File: src/rtl/spi_pkg.sv
// Shared definitions for the SPI master: bus mode encodings, FSM states and
// the sizing helper for the sclk edge counter.
package spi_pkg;

  localparam logic [1:0] MODE0 = 2'b00;
  localparam logic [1:0] MODE1 = 2'b01;
  localparam logic [1:0] MODE2 = 2'b10;
  localparam logic [1:0] MODE3 = 2'b11;

  typedef enum logic [1:0] {
    IDLE  = 2'd0,
    LEAD  = 2'd1,
    XFER  = 2'd2,
    TRAIL = 2'd3
  } spi_state_e;

  // Counter width able to index every sclk edge of one word (0..2*bits-1).
  function automatic int unsigned edge_cnt_width(input int unsigned bits);
    return $clog2(2 * bits);
  endfunction

endpackage

File: src/rtl/spi_clk_gen.sv
// Divider producing a one-cycle tick every CLK_DIV clocks while enabled;
// the count restarts from zero whenever en is low.
module spi_clk_gen #(
  parameter int unsigned CLK_DIV = 2
) (
  input  logic clk,
  input  logic reset,
  input  logic en,
  output logic tick
);

  localparam int unsigned CntW = $clog2(CLK_DIV + 1);
  localparam logic [CntW-1:0] CntMax = CntW'(CLK_DIV - 1);

  logic [CntW-1:0] cnt_q, cnt_d;

  always_comb begin
    cnt_d = cnt_q;
    tick  = 1'b0;
    if (!en) begin
      cnt_d = '0;
    end else if (cnt_q == CntMax) begin
      cnt_d = '0;
      tick  = 1'b1;
    end else begin
      cnt_d = cnt_q + 1'b1;
    end
  end

  always_ff @(posedge clk or negedge reset) begin
    if (!reset) begin
      cnt_q <= '0;
    end else begin
      cnt_q <= cnt_d;
    end
  end

endmodule

File: src/rtl/spi_master.sv
// SPI bus master: shifts one bits_num-wide word out on mosi (MSB first) while
// capturing miso, with selectable CPOL/CPHA and a one-cycle tx_end strobe.
module spi_master
  import spi_pkg::*;
#(
  parameter logic [1:0]  mode     = MODE0,
  parameter int unsigned bits_num = 8,
  parameter int unsigned CLK_DIV  = 2
) (
  input  logic                clk,
  input  logic                reset,
  input  logic                start,
  input  logic [bits_num-1:0] data_in,
  input  logic                miso,
  output logic                sclk,
  output logic                ss,
  output logic                mosi,
  output logic                tx_end,
  output logic                busy,
  output logic [bits_num-1:0] data_out
);

  localparam logic Cpol = mode[1];
  localparam logic Cpha = mode[0];
  localparam int unsigned EdgeW = edge_cnt_width(bits_num);
  localparam logic [EdgeW-1:0] LastEdge = EdgeW'(2 * bits_num - 1);

  spi_state_e          state_q, state_d;
  logic                sclk_q, sclk_d;
  logic                ss_q, ss_d;
  logic                mosi_q, mosi_d;
  logic                tx_end_q, tx_end_d;
  logic                busy_q, busy_d;
  logic [bits_num-1:0] data_out_q, data_out_d;
  logic [bits_num-1:0] tx_shift_q, tx_shift_d;
  logic [bits_num-1:0] rx_shift_q, rx_shift_d;
  logic [EdgeW-1:0]    edge_cnt_q, edge_cnt_d;

  logic div_en;
  logic tick;
  logic lead_edge;

  assign div_en    = (state_q != IDLE);
  assign lead_edge = ~edge_cnt_q[0];

  spi_clk_gen #(
    .CLK_DIV(CLK_DIV)
  ) u_clk_gen (
    .clk  (clk),
    .reset(reset),
    .en   (div_en),
    .tick (tick)
  );

  always_comb begin
    state_d    = state_q;
    sclk_d     = sclk_q;
    ss_d       = ss_q;
    mosi_d     = mosi_q;
    tx_end_d   = 1'b0;
    busy_d     = busy_q;
    data_out_d = data_out_q;
    tx_shift_d = tx_shift_q;
    rx_shift_d = rx_shift_q;
    edge_cnt_d = edge_cnt_q;

    unique case (state_q)
      IDLE: begin
        // The cycle carrying tx_end belongs to the finished transfer.
        if (start && !tx_end_q) begin
          state_d    = LEAD;
          ss_d       = 1'b0;
          busy_d     = 1'b1;
          edge_cnt_d = '0;
          rx_shift_d = '0;
          if (Cpha) begin
            tx_shift_d = data_in;
          end else begin
            mosi_d     = data_in[bits_num-1];
            tx_shift_d = data_in << 1;
          end
        end
      end

      // The tick closing LEAD already produces edge 0, so toggles land exactly
      // CLK_DIV cycles apart starting CLK_DIV cycles after ss falls.
      LEAD, XFER: begin
        if (tick) begin
          sclk_d = ~sclk_q;
          if (lead_edge ^ Cpha) begin
            rx_shift_d = {rx_shift_q[bits_num-2:0], miso};
          end else if (edge_cnt_q != LastEdge) begin
            mosi_d     = tx_shift_q[bits_num-1];
            tx_shift_d = tx_shift_q << 1;
          end
          if (edge_cnt_q == LastEdge) begin
            state_d    = TRAIL;
            edge_cnt_d = '0;
          end else begin
            state_d    = XFER;
            edge_cnt_d = edge_cnt_q + 1'b1;
          end
        end
      end

      TRAIL: begin
        if (tick) begin
          state_d    = IDLE;
          ss_d       = 1'b1;
          tx_end_d   = 1'b1;
          busy_d     = 1'b0;
          data_out_d = rx_shift_q;
        end
      end

      default: state_d = IDLE;
    endcase
  end

  always_ff @(posedge clk or negedge reset) begin
    if (!reset) begin
      state_q    <= IDLE;
      sclk_q     <= Cpol;
      ss_q       <= 1'b1;
      mosi_q     <= 1'b0;
      tx_end_q   <= 1'b0;
      busy_q     <= 1'b0;
      data_out_q <= '0;
      tx_shift_q <= '0;
      rx_shift_q <= '0;
      edge_cnt_q <= '0;
    end else begin
      state_q    <= state_d;
      sclk_q     <= sclk_d;
      ss_q       <= ss_d;
      mosi_q     <= mosi_d;
      tx_end_q   <= tx_end_d;
      busy_q     <= busy_d;
      data_out_q <= data_out_d;
      tx_shift_q <= tx_shift_d;
      rx_shift_q <= rx_shift_d;
      edge_cnt_q <= edge_cnt_d;
    end
  end

  assign sclk     = sclk_q;
  assign ss       = ss_q;
  assign mosi     = mosi_q;
  assign tx_end   = tx_end_q;
  assign busy     = busy_q;
  assign data_out = data_out_q;

endmodule

File: config.mk
export PLATFORM = sky130hd
export DESIGN_NAME = spi_master
export DESIGN_NICKNAME = d
export VERILOG_FILES = /design/src/rtl/spi_pkg.sv /design/src/rtl/spi_clk_gen.sv /design/src/rtl/spi_master.sv
export SDC_FILE = /design/constraint.sdc
export NUM_CORES = 1
export LEC_CHECK = 0
export BUFFER_PORTS_ARGS = -buffer_cell sky130_fd_sc_hd__clkbuf_2
export CAP_MARGIN = 10
export CORE_ASPECT_RATIO = 0.7
export CORE_MARGIN = 2
export CORE_UTILIZATION = 55
export CTS_BUF_LIST = sky130_fd_sc_hd__clkbuf_16
export DETAILED_ROUTE_END_ITERATION = 8
export PLACE_DENSITY = 0.77
export REMOVE_ABC_BUFFERS = 1
export SYNTH_ARGS = -nofsm -noshare
export SYNTH_HDL_FRONTEND = slang
export SYNTH_SLANG_ARGS = --single-unit
File: constraint.sdc
create_clock -name clk -period 2.32 [get_ports clk]
set_input_delay 0.348 -clock clk [delete_from_list [all_inputs] [get_ports clk]]
set_output_delay 0.348 -clock clk [all_outputs]
set_load 0.1 [all_outputs]
==> results.md, run 1 <==
* Synth Area in Adders at 2.15%
* Req. time, crit path at approximately 2500 ps
* Reg-to-reg slack, setup at 120 ps
* Final-stage net count at 183
* Final setup vio count at 0
* Post-Route Setup TNS at 0 ps
* Crit Path Max Fanout at 8
* Final period util at a little over nine tenths
* Placeable Area at roughly 3000 sq um
* Area Growth Syn to Fin at 18.4%
* Post-Synth Simple-Gate Area at 13.3%
* Root Buffer: clkbuf_16
* Initial DRC Count at 39
* FF-to-FF path depth at 5
* Final hold violations at 0
* Crit Path Class: reg -> reg
* IO Pins at 25
* Reg clk slew, reported paths at 50 ps
* Number of core rows at 17
* Fraction of layout cells with a size suffix above 1 at 34.9%
* Mux share of post-synthesis cell area at 15.4%
* Via count at 1220
* Setup ws final at approximately 120 ps
* Outcome: finished, final reports clean
* Yosys reg bits at 36
* DP Wirelength at 2.22 mm
* Routed len/inst at roughly 16 um
* Register area share after synthesis at 51.7%
* Drt total wl at between 3 and 4 mm
* Initial DRT Pass Iterations at 4
* Top_reg_cell synth: dfrtp_1
* Final Critical Period at 2200 ps
* Post-CTS Setup Bufs at 0
* RePlAce Congestion at 0.739
* Cell Area, Synth at 1740 sq um
* Worst slew margin at 42.3%
* Top delay family on crit path: compound AO/OA/AOI/OAI gates
* Crit path DAT at 2350 ps
* Syn avg cell area at 12.3 sq um
* Place WS at 115 ps
* Synthesis warning total at 0
* Post-CTS sizing at 0
* Vias in the first global route at 1261
* Port bufs at 24
* CP bufs+invs at 1
* # diodes at 0
* Critical path, cell by cell: inv_1 > ha_1 > nand4bb_1 > a211oi_4 > mux2_2
* Clock skew at 7.20 ps
* First-pass GRT wire length at 5.63 mm
* RSZ-0062 raised after global routing: false
* Antenna viol nets, final at 0
* Post-Syn Instances at 142
* DIE AREA at 3640 sq um
* Slowest cell on the critical path: a211oi_4
* Final Max Slew Viols at 0
* GRT Total Usage at between 20% and 30%
* XOR/XNOR Fraction of Synth Area at 0.502%
* Starting density of the core at 56.6%
* R2r startpoint: state_q[0]
* EDFF count, synth at 0
* Via/cell ratio at 5.89
* Max_cap viols at 0
* Initial antenna violation count at 0
* Inst Count DP at 199
* Achievable Freq at between 400 and 500 MHz
* Cell variety after synth at 37
* Worst skew pair latency at around 280 ps
* Largest family of logic cells by synthesized area: multiplexers
* Max stage delay on crit path at about 500 ps
* Worst R2R End: mosi
* CTS buffer count at 5
* Worst Setup End Kind: register
* CP Launch Type: register
* Max Buffers Root-to-Sink at 2
* Area fraction in compound gates after synthesis at 13.8%
* Least-Margin Pin Slew at slightly below 900 ps
* H-tree depth at 2
* Worst Hold Class: in -> async
* Non-filler instance count after layout at 207
* # DRC at 0
* Gr ovfl total at 0
* CTS tree: built
* CTS sink count at 36
* Synth async-reset ratio at between 90% and 100%
* Largest net degree at the start of global routing at 37
* Die Y at between 50 and 60 um
* Die W at 71.3 um
[routing by layer]
layer | routed length (um) | global-route usage [%] | share of wire [%]
met5 | 0 | 0 | 0
met4 | 45 | 10.1 | 1.4
met3 | 136 | 7.50 | 4.1
met2 | 1630 | 33.8 | 50
met1 | 1480 | 25.0 | 45
[layout make-up]
cell class,count,area (sq um)
Fill cell,225,1020
Clock inverter,3,38.8
Inverter,5,18.8
Timing Repair Buffer,27,143
Tap cell,38,47.5
Sequential cell,36,902
Multi-Input combinational cell,93,790
Clock buffer,5,125
[cells by family after synthesis]
| group | after synthesis |
|---|---|
| AO/OA/AOI/OAI | 32 |
| XOR/XNOR | 1 |
| adder cells (fa/ha/maj) | 3 |
| buffers and inverters | 13 |
| flip-flops | 36 |
| multiplexers | 24 |
| AND/OR/NAND/NOR | 33 |
[worst max path at each step]
stage                     cells past startpoint  slack [ps]  startpoint    to
after CTS                                     5         100  state_q[0]  mosi
final                                         5         120  state_q[0]  mosi
after detailed placement                      5         110  state_q[0]  mosi
after global routing                          5          10  state_q[0]  mosi
after floorplan                               5         180  state_q[0]  mosi
after global placement                        5         260  state_q[0]  mosi
[state kept, by name (all words and copies together) (netlist names)]
signal,flops
tx_shift_q,7
edge_cnt_q,4
mosi,1
tx_end,1
rx_shift_q,8
data_out,8
busy,1
ss,1
state_q,2
sclk,1
u_clk_gen.cnt_q,2
[stage by stage]
| step | cell area, sq um | hold slack (ps) | util [%] |
|---|---|---|---|
| after floorplan | 1710 | 52.4 | - |
| after global placement | 1900 | 463 | 61.6 |
| after detailed placement | 1900 | 467 | 61.6 |
| after CTS | 2060 | 208 | 66.9 |
| after global routing | 2060 | 250 | 66.9 |
| final | 2060 | 182 | 66.9 |
[synth_stat cells, types with 2 or more instances]
cell	n	share of area (%)
and2_1	11	3.9
a31oi_1	8	2.9
nor2b_1	2	0.72
o21ai_0	6	1.7
nand3_1	2	0.57
nand2_1	2	0.43
and3_1	2	0.72
inv_1	4	0.86
ha_1	3	2.2
o2bb2ai_1	8	4.0
buf_2	3	0.86
clkbuf_1	5	1.1
a21oi_1	2	0.57
nor2_1	3	0.65
dfrtp_1	35	50
nand2b_1	3	1.1
a22o_1	2	1.0
mux2_1	3	1.9
mux2_2	20	13
[layout by cell type (no fill, tap or decap), types with 2 or more instances in the layout]
cell type,netlist,final
dfrtp_1,35,35
clkbuf_2,0,24
mux2_2,20,20
and2_1,11,11
a31oi_1,8,8
o2bb2ai_1,8,8
o21ai_0,6,6
inv_1,4,5
clkbuf_16,0,5
nor2_1,3,3
nand2b_1,3,3
mux2_1,3,3
ha_1,3,3
buf_4,0,3
and3_1,2,2
a22o_1,2,2
nor2b_1,2,2
nand2_1,2,2
nand3_1,2,2
a21oi_1,2,2
[timing repair]
| item | CTS | global route |
|---|---|---|
| endpoints found under the hold margin | 0 | 0 |
| endpoints found under the setup margin | 0 | 3 |
| hold buffers | 0 | 0 |
[worst register-to-register path: stages, from the launching register on]
cell and delay (ps):
dfrtp_1 370, inv_1 80, ha_1 420, nand4bb_1 320, a211oi_4 500, mux2_2 400
Power of run 1 is left out: the tool's default activity adds up to more than one toggle a clock period on the data nets, which glitch-free logic cannot reach.
==> run 2, diff against run 1 <==
--- a/config.mk
+++ b/config.mk
@@ -9,10 +9,11 @@
 export CAP_MARGIN = 10
 export CORE_ASPECT_RATIO = 0.7
 export CORE_MARGIN = 2
-export CORE_UTILIZATION = 55
+export CORE_UTILIZATION = 40
 export CTS_BUF_LIST = sky130_fd_sc_hd__clkbuf_16
 export DETAILED_ROUTE_END_ITERATION = 8
-export PLACE_DENSITY = 0.77
+export MAX_ROUTING_LAYER = met4
+export PLACE_DENSITY = 0.59
 export REMOVE_ABC_BUFFERS = 1
 export SYNTH_ARGS = -nofsm -noshare
 export SYNTH_HDL_FRONTEND = slang
==> results.md, run 2 (synthesis gave the netlist of run 1 again) <==
* Outcome: finished, final reports clean
* Commonest cells after routing, fill and taps aside: 35 x dfrtp_1, 24 x clkbuf_2, 20 x mux2_2
* Place WS at 117 ps
* First-pass GRT wire length at between 5 and 6 mm
* Final hold violations at 0
* Clock skew at about 4.2 ps
* Worst Setup End Kind: register
* Hold_buf cts at 0
* Setup ws final at 140 ps
* Placeable Area at 4250 sq um
* R2r startpoint: state_q[0]
* Die Y at 59.3 um
* Gr ovfl total at 0
* Initial DRT Pass Iterations at 4
* Final Max Slew Viols at 0
* Via count at approximately 1.2k
* Fraction of layout cells with a size suffix above 1 at about 34%
* Number of core rows at 20
* Largest net degree at the start of global routing at 37
* Worst Hold Class: in -> async
* Grt met3 use at under 10%
* Initial antenna violation count at 0
* Drt total wl at 3.34 mm
* Least-Margin Pin Slew at 885 ps
* RePlAce Congestion at 0.798
* H-tree depth at 2
* Crit Path Class: reg -> reg
* Vias in the first global route at between 1k and 1.5k
* CTS sink count at 36
* GRT Total Usage at 16.0%
* Commonest non-fill, non-tap cell in the layout: dfrtp_1
* Area Growth Syn to Fin at 19.5%
* Met2 Resource Use GR at 23.7%
* Max_cap viols at 0
* CTS tree: built
* CTS buffer count at 5
* DIE AREA at just under 5000 sq um
* Final setup vio count at 0
* # DRC at 0
* Post-CTS sizing at 0
* Initial DRC Count at 39
* DP Wirelength at 2.23 mm
* Core Util, Final at 49.0%
* Post-Route Setup TNS at 0 ps
* Final-stage net count at 183
* RSZ-0062 raised after global routing: false
* Die W at roughly 83 um
* Starting density of the core at 41.0%
* Worst skew pair latency at 280 ps
* Grt met1 use at 20.7%
* Antenna viol nets, final at 0
* Max Buffers Root-to-Sink at 2
* Routed len/inst at 14.9 um
* Critical path origin: state_q[0]
* Via/cell ratio at 5.49
* Root Buffer: clkbuf_16
* Crit Path Max Fanout at 10
* Most used routing layer: met2
* Achievable Freq at 459 MHz
* Post-CTS Setup Bufs at 0
* Worst slew margin at 41.0%
* Final Critical Period at 2180 ps
* # diodes at 0
* Final period util at 93.9%
* Req. time, crit path at 2480 ps
* Port bufs at 24
* CP Launch Type: register
* Reg clk slew, reported paths at 60 ps
* IO Pins at 25
* Crit path DAT at 2340 ps
-- run 2: changes by cell type in the layout (fill, tap and decap cells not counted), sizes merged --
cell    change
clkinv      +1
inv         -1
-- run 2: stage by stage --
stage	area (sq um)	instances	hold WS, ps
floorplan	1710	134	52.4
global placement	1920	216	463
detailed placement	1920	216	468
CTS	2080	224	222
global route	2080	224	269
finish	2080	224	184
-- run 2: routing by layer --
layer / part of all wire (%) / up-vias
met5: 0 / -
met4: 1.7 / 0
met3: 4.0 / 7
met2: 44 / 25
met1: 50 / 626
li1: - / 571
-- run 2: path summary, 6_finish.rpt --
check,slack (ps),depth (start not counted),end
setup / recovery,140,5,tx_shift_q[1]
hold / removal,180,1,data_out[0]
setup reg to reg,140,5,tx_shift_q[1]
hold reg to reg,470,1,sclk
max in group asynchronous,1580,1,data_out[2]
min in group clk,380,3,rx_shift_q[0]
-- run 2: worst max-delay path, stage by stage (launching register included) --
cell       delay, ps
dfrtp_1          360
inv_1             70
ha_1             430
nand4bb_1        300
a211oi_4         500
mux2_2           390
-- run 2: final cells by class --
type,instances,area (sq um)
Sequential cell,36,902
Fill cell,398,2170
Multi-Input combinational cell,93,790
Tap cell,55,68.8
Clock buffer,5,125
Inverter,5,18.8
Timing Repair Buffer,27,143
Clock inverter,3,37.5
Power of run 2 is left out for the same reason.
==> run 3, diff against run 2 <==
--- a/config.mk
+++ b/config.mk
@@ -8,13 +8,14 @@
 export BUFFER_PORTS_ARGS = -buffer_cell sky130_fd_sc_hd__clkbuf_2
 export CAP_MARGIN = 10
 export CORE_ASPECT_RATIO = 0.7
-export CORE_MARGIN = 2
+export CORE_MARGIN = 5
 export CORE_UTILIZATION = 40
 export CTS_BUF_LIST = sky130_fd_sc_hd__clkbuf_16
 export DETAILED_ROUTE_END_ITERATION = 8
 export MAX_ROUTING_LAYER = met4
 export PLACE_DENSITY = 0.59
 export REMOVE_ABC_BUFFERS = 1
+export SETUP_SLACK_MARGIN = 0.2
 export SYNTH_ARGS = -nofsm -noshare
 export SYNTH_HDL_FRONTEND = slang
 export SYNTH_SLANG_ARGS = --single-unit
==> results.md, run 3 (synthesis gave the netlist of run 1 again) <==
* Crit path DAT at 2080 ps
* Initial DRT Pass Iterations at 4
* # DRC at 0
* Port bufs at 24
* Final period util at approximately 83%
* Final setup vio count at 0
* R2r startpoint: state_q[0]
* Drt total wl at 3.49 mm
* Gr ovfl total at 0
* Placeable Area at 4280 sq um
* Reg clk slew, reported paths at 50 ps
* Met2 Resource Use GR at roughly a fifth
* CTS buffer count at 5
* Via count at 1222
* Worst slew margin at 42.3%
* Grt met1 use at 17.6%
* Initial antenna violation count at 0
* Max_cap viols at 0
* Most used routing layer: met2
* Worst skew pair latency at approximately 280 ps
* Post-Route Setup TNS at 0 ps
* DIE AREA at 5800 sq um
* Vias in the first global route at 1292
* Commonest non-fill, non-tap cell in the layout: dfrtp_1
* Final hold violations at 0
* Via/cell ratio at 5.41
* Worst Hold Class: in -> async
* Starting density of the core at 40.8%
* Number of core rows at 20
* Least-Margin Pin Slew at 866 ps
* Worst Setup End Kind: register
* Die Y at 65.3 um
* Fraction of layout cells with a size suffix above 1 at 35.7%
* Commonest cells after routing, fill and taps aside: 35 x dfrtp_1, 24 x clkbuf_2, 20 x mux2_2
* Routed len/inst at roughly 15 um
* Area Growth Syn to Fin at 20.7%
* Root Buffer: clkbuf_16
* Crit Path Class: reg -> reg
* Largest net degree at the start of global routing at 37
* Final Critical Period at 1920 ps
* Hold_buf cts at 0
* CTS sink count at 36
* # diodes at 0
* Achievable Freq at 521 MHz
* Req. time, crit path at 2480 ps
* IO Pins at 25
* Initial DRC Count at 65
* Final Max Slew Viols at 0
* RePlAce Congestion at 0.819
* GRT Total Usage at 13.8%
* Grt met3 use at 4.14%
* First-pass GRT wire length at approximately 6 mm
* RSZ-0062 raised after global routing: false
* Antenna viol nets, final at 0
* Critical path origin: state_q[0]
* CTS tree: built
* Max Buffers Root-to-Sink at 2
* Clock skew at 4.51 ps
* Die W at ~90 um
* Crit Path Max Fanout at 8
* Final-stage net count at 185
* Fill count at 367
* DP Wirelength at between 2 and 2.5 mm
* Outcome: finished, final reports clean
* Register area at 902 sq um
* Multi-input combinational cell area at 808 sq um
* CP Launch Type: register
* H-tree depth at 2
[run 3: changes by cell type in the layout (fill, tap and decap cells not counted)]
cell / change
buf_12: +1
buf_4: +1
bufinv_16: -1
clkinv_1: -1
ha_1: -1
ha_2: +1
inv_1: +2
nand4bb_1: -1
nand4bb_4: +1
[run 3: metal layers]
metal	vias up	wire length (um)
li1	579	-
met1	617	1650
met2	19	1660
met3	7	133
met4	0	41
met5	-	0
[run 3: cell type report]
cell class / count / share of cell area, %
well taps: 55 / 3.27
inverters: 5 / 0.892
clock buffers: 5 / 5.95
clock inverters: 3 / 0.535
multi-input cells: 93 / 38.4
repair buffers: 29 / 8.09
flip-flops and latches: 36 / 42.9
[run 3: critical path, cell delays in order (launching register included)]
cell and delay, ps:
dfrtp_1 370, inv_1 70, ha_2 400, nand4bb_4 160
a211oi_4 300, buf_12 160, mux2_2 340
[run 3: worst paths after layout]
kind	to	slack [ps]	cells after the start
setup / recovery	tx_shift_q[2]	400	6
hold / removal	data_out[0]	180	1
setup reg to reg	tx_shift_q[2]	400	6
hold reg to reg	sclk	480	1
max in group asynchronous	data_out[4]	1600	1
min in group clk	rx_shift_q[0]	400	3
[run 3: what timing repair did]
| action | CTS | global route |
|---|---|---|
| endpoints found under the setup margin | 6 | 1 |
| resized for setup | 0 | 2 |
| pin swaps | 1 | 0 |
| cloned | 0 | 0 |
| setup buffers | 1 | 0 |
[run 3: metrics by stage]
stage	worst slack [ps]	instance area (sq um)	hold WS (ps)	util, %	instances
6_report	399	2100	176	49.2	226
3_5_place_dp	181	1930	474	45.1	217
4_1_cts	304	2090	223	48.7	226
5_1_grt	292	2100	278	49.2	226
2_1_floorplan	180	1710	52.4	-	134
3_3_place_gp	279	1930	466	45.1	217
Power of run 3 is left out for the same reason.
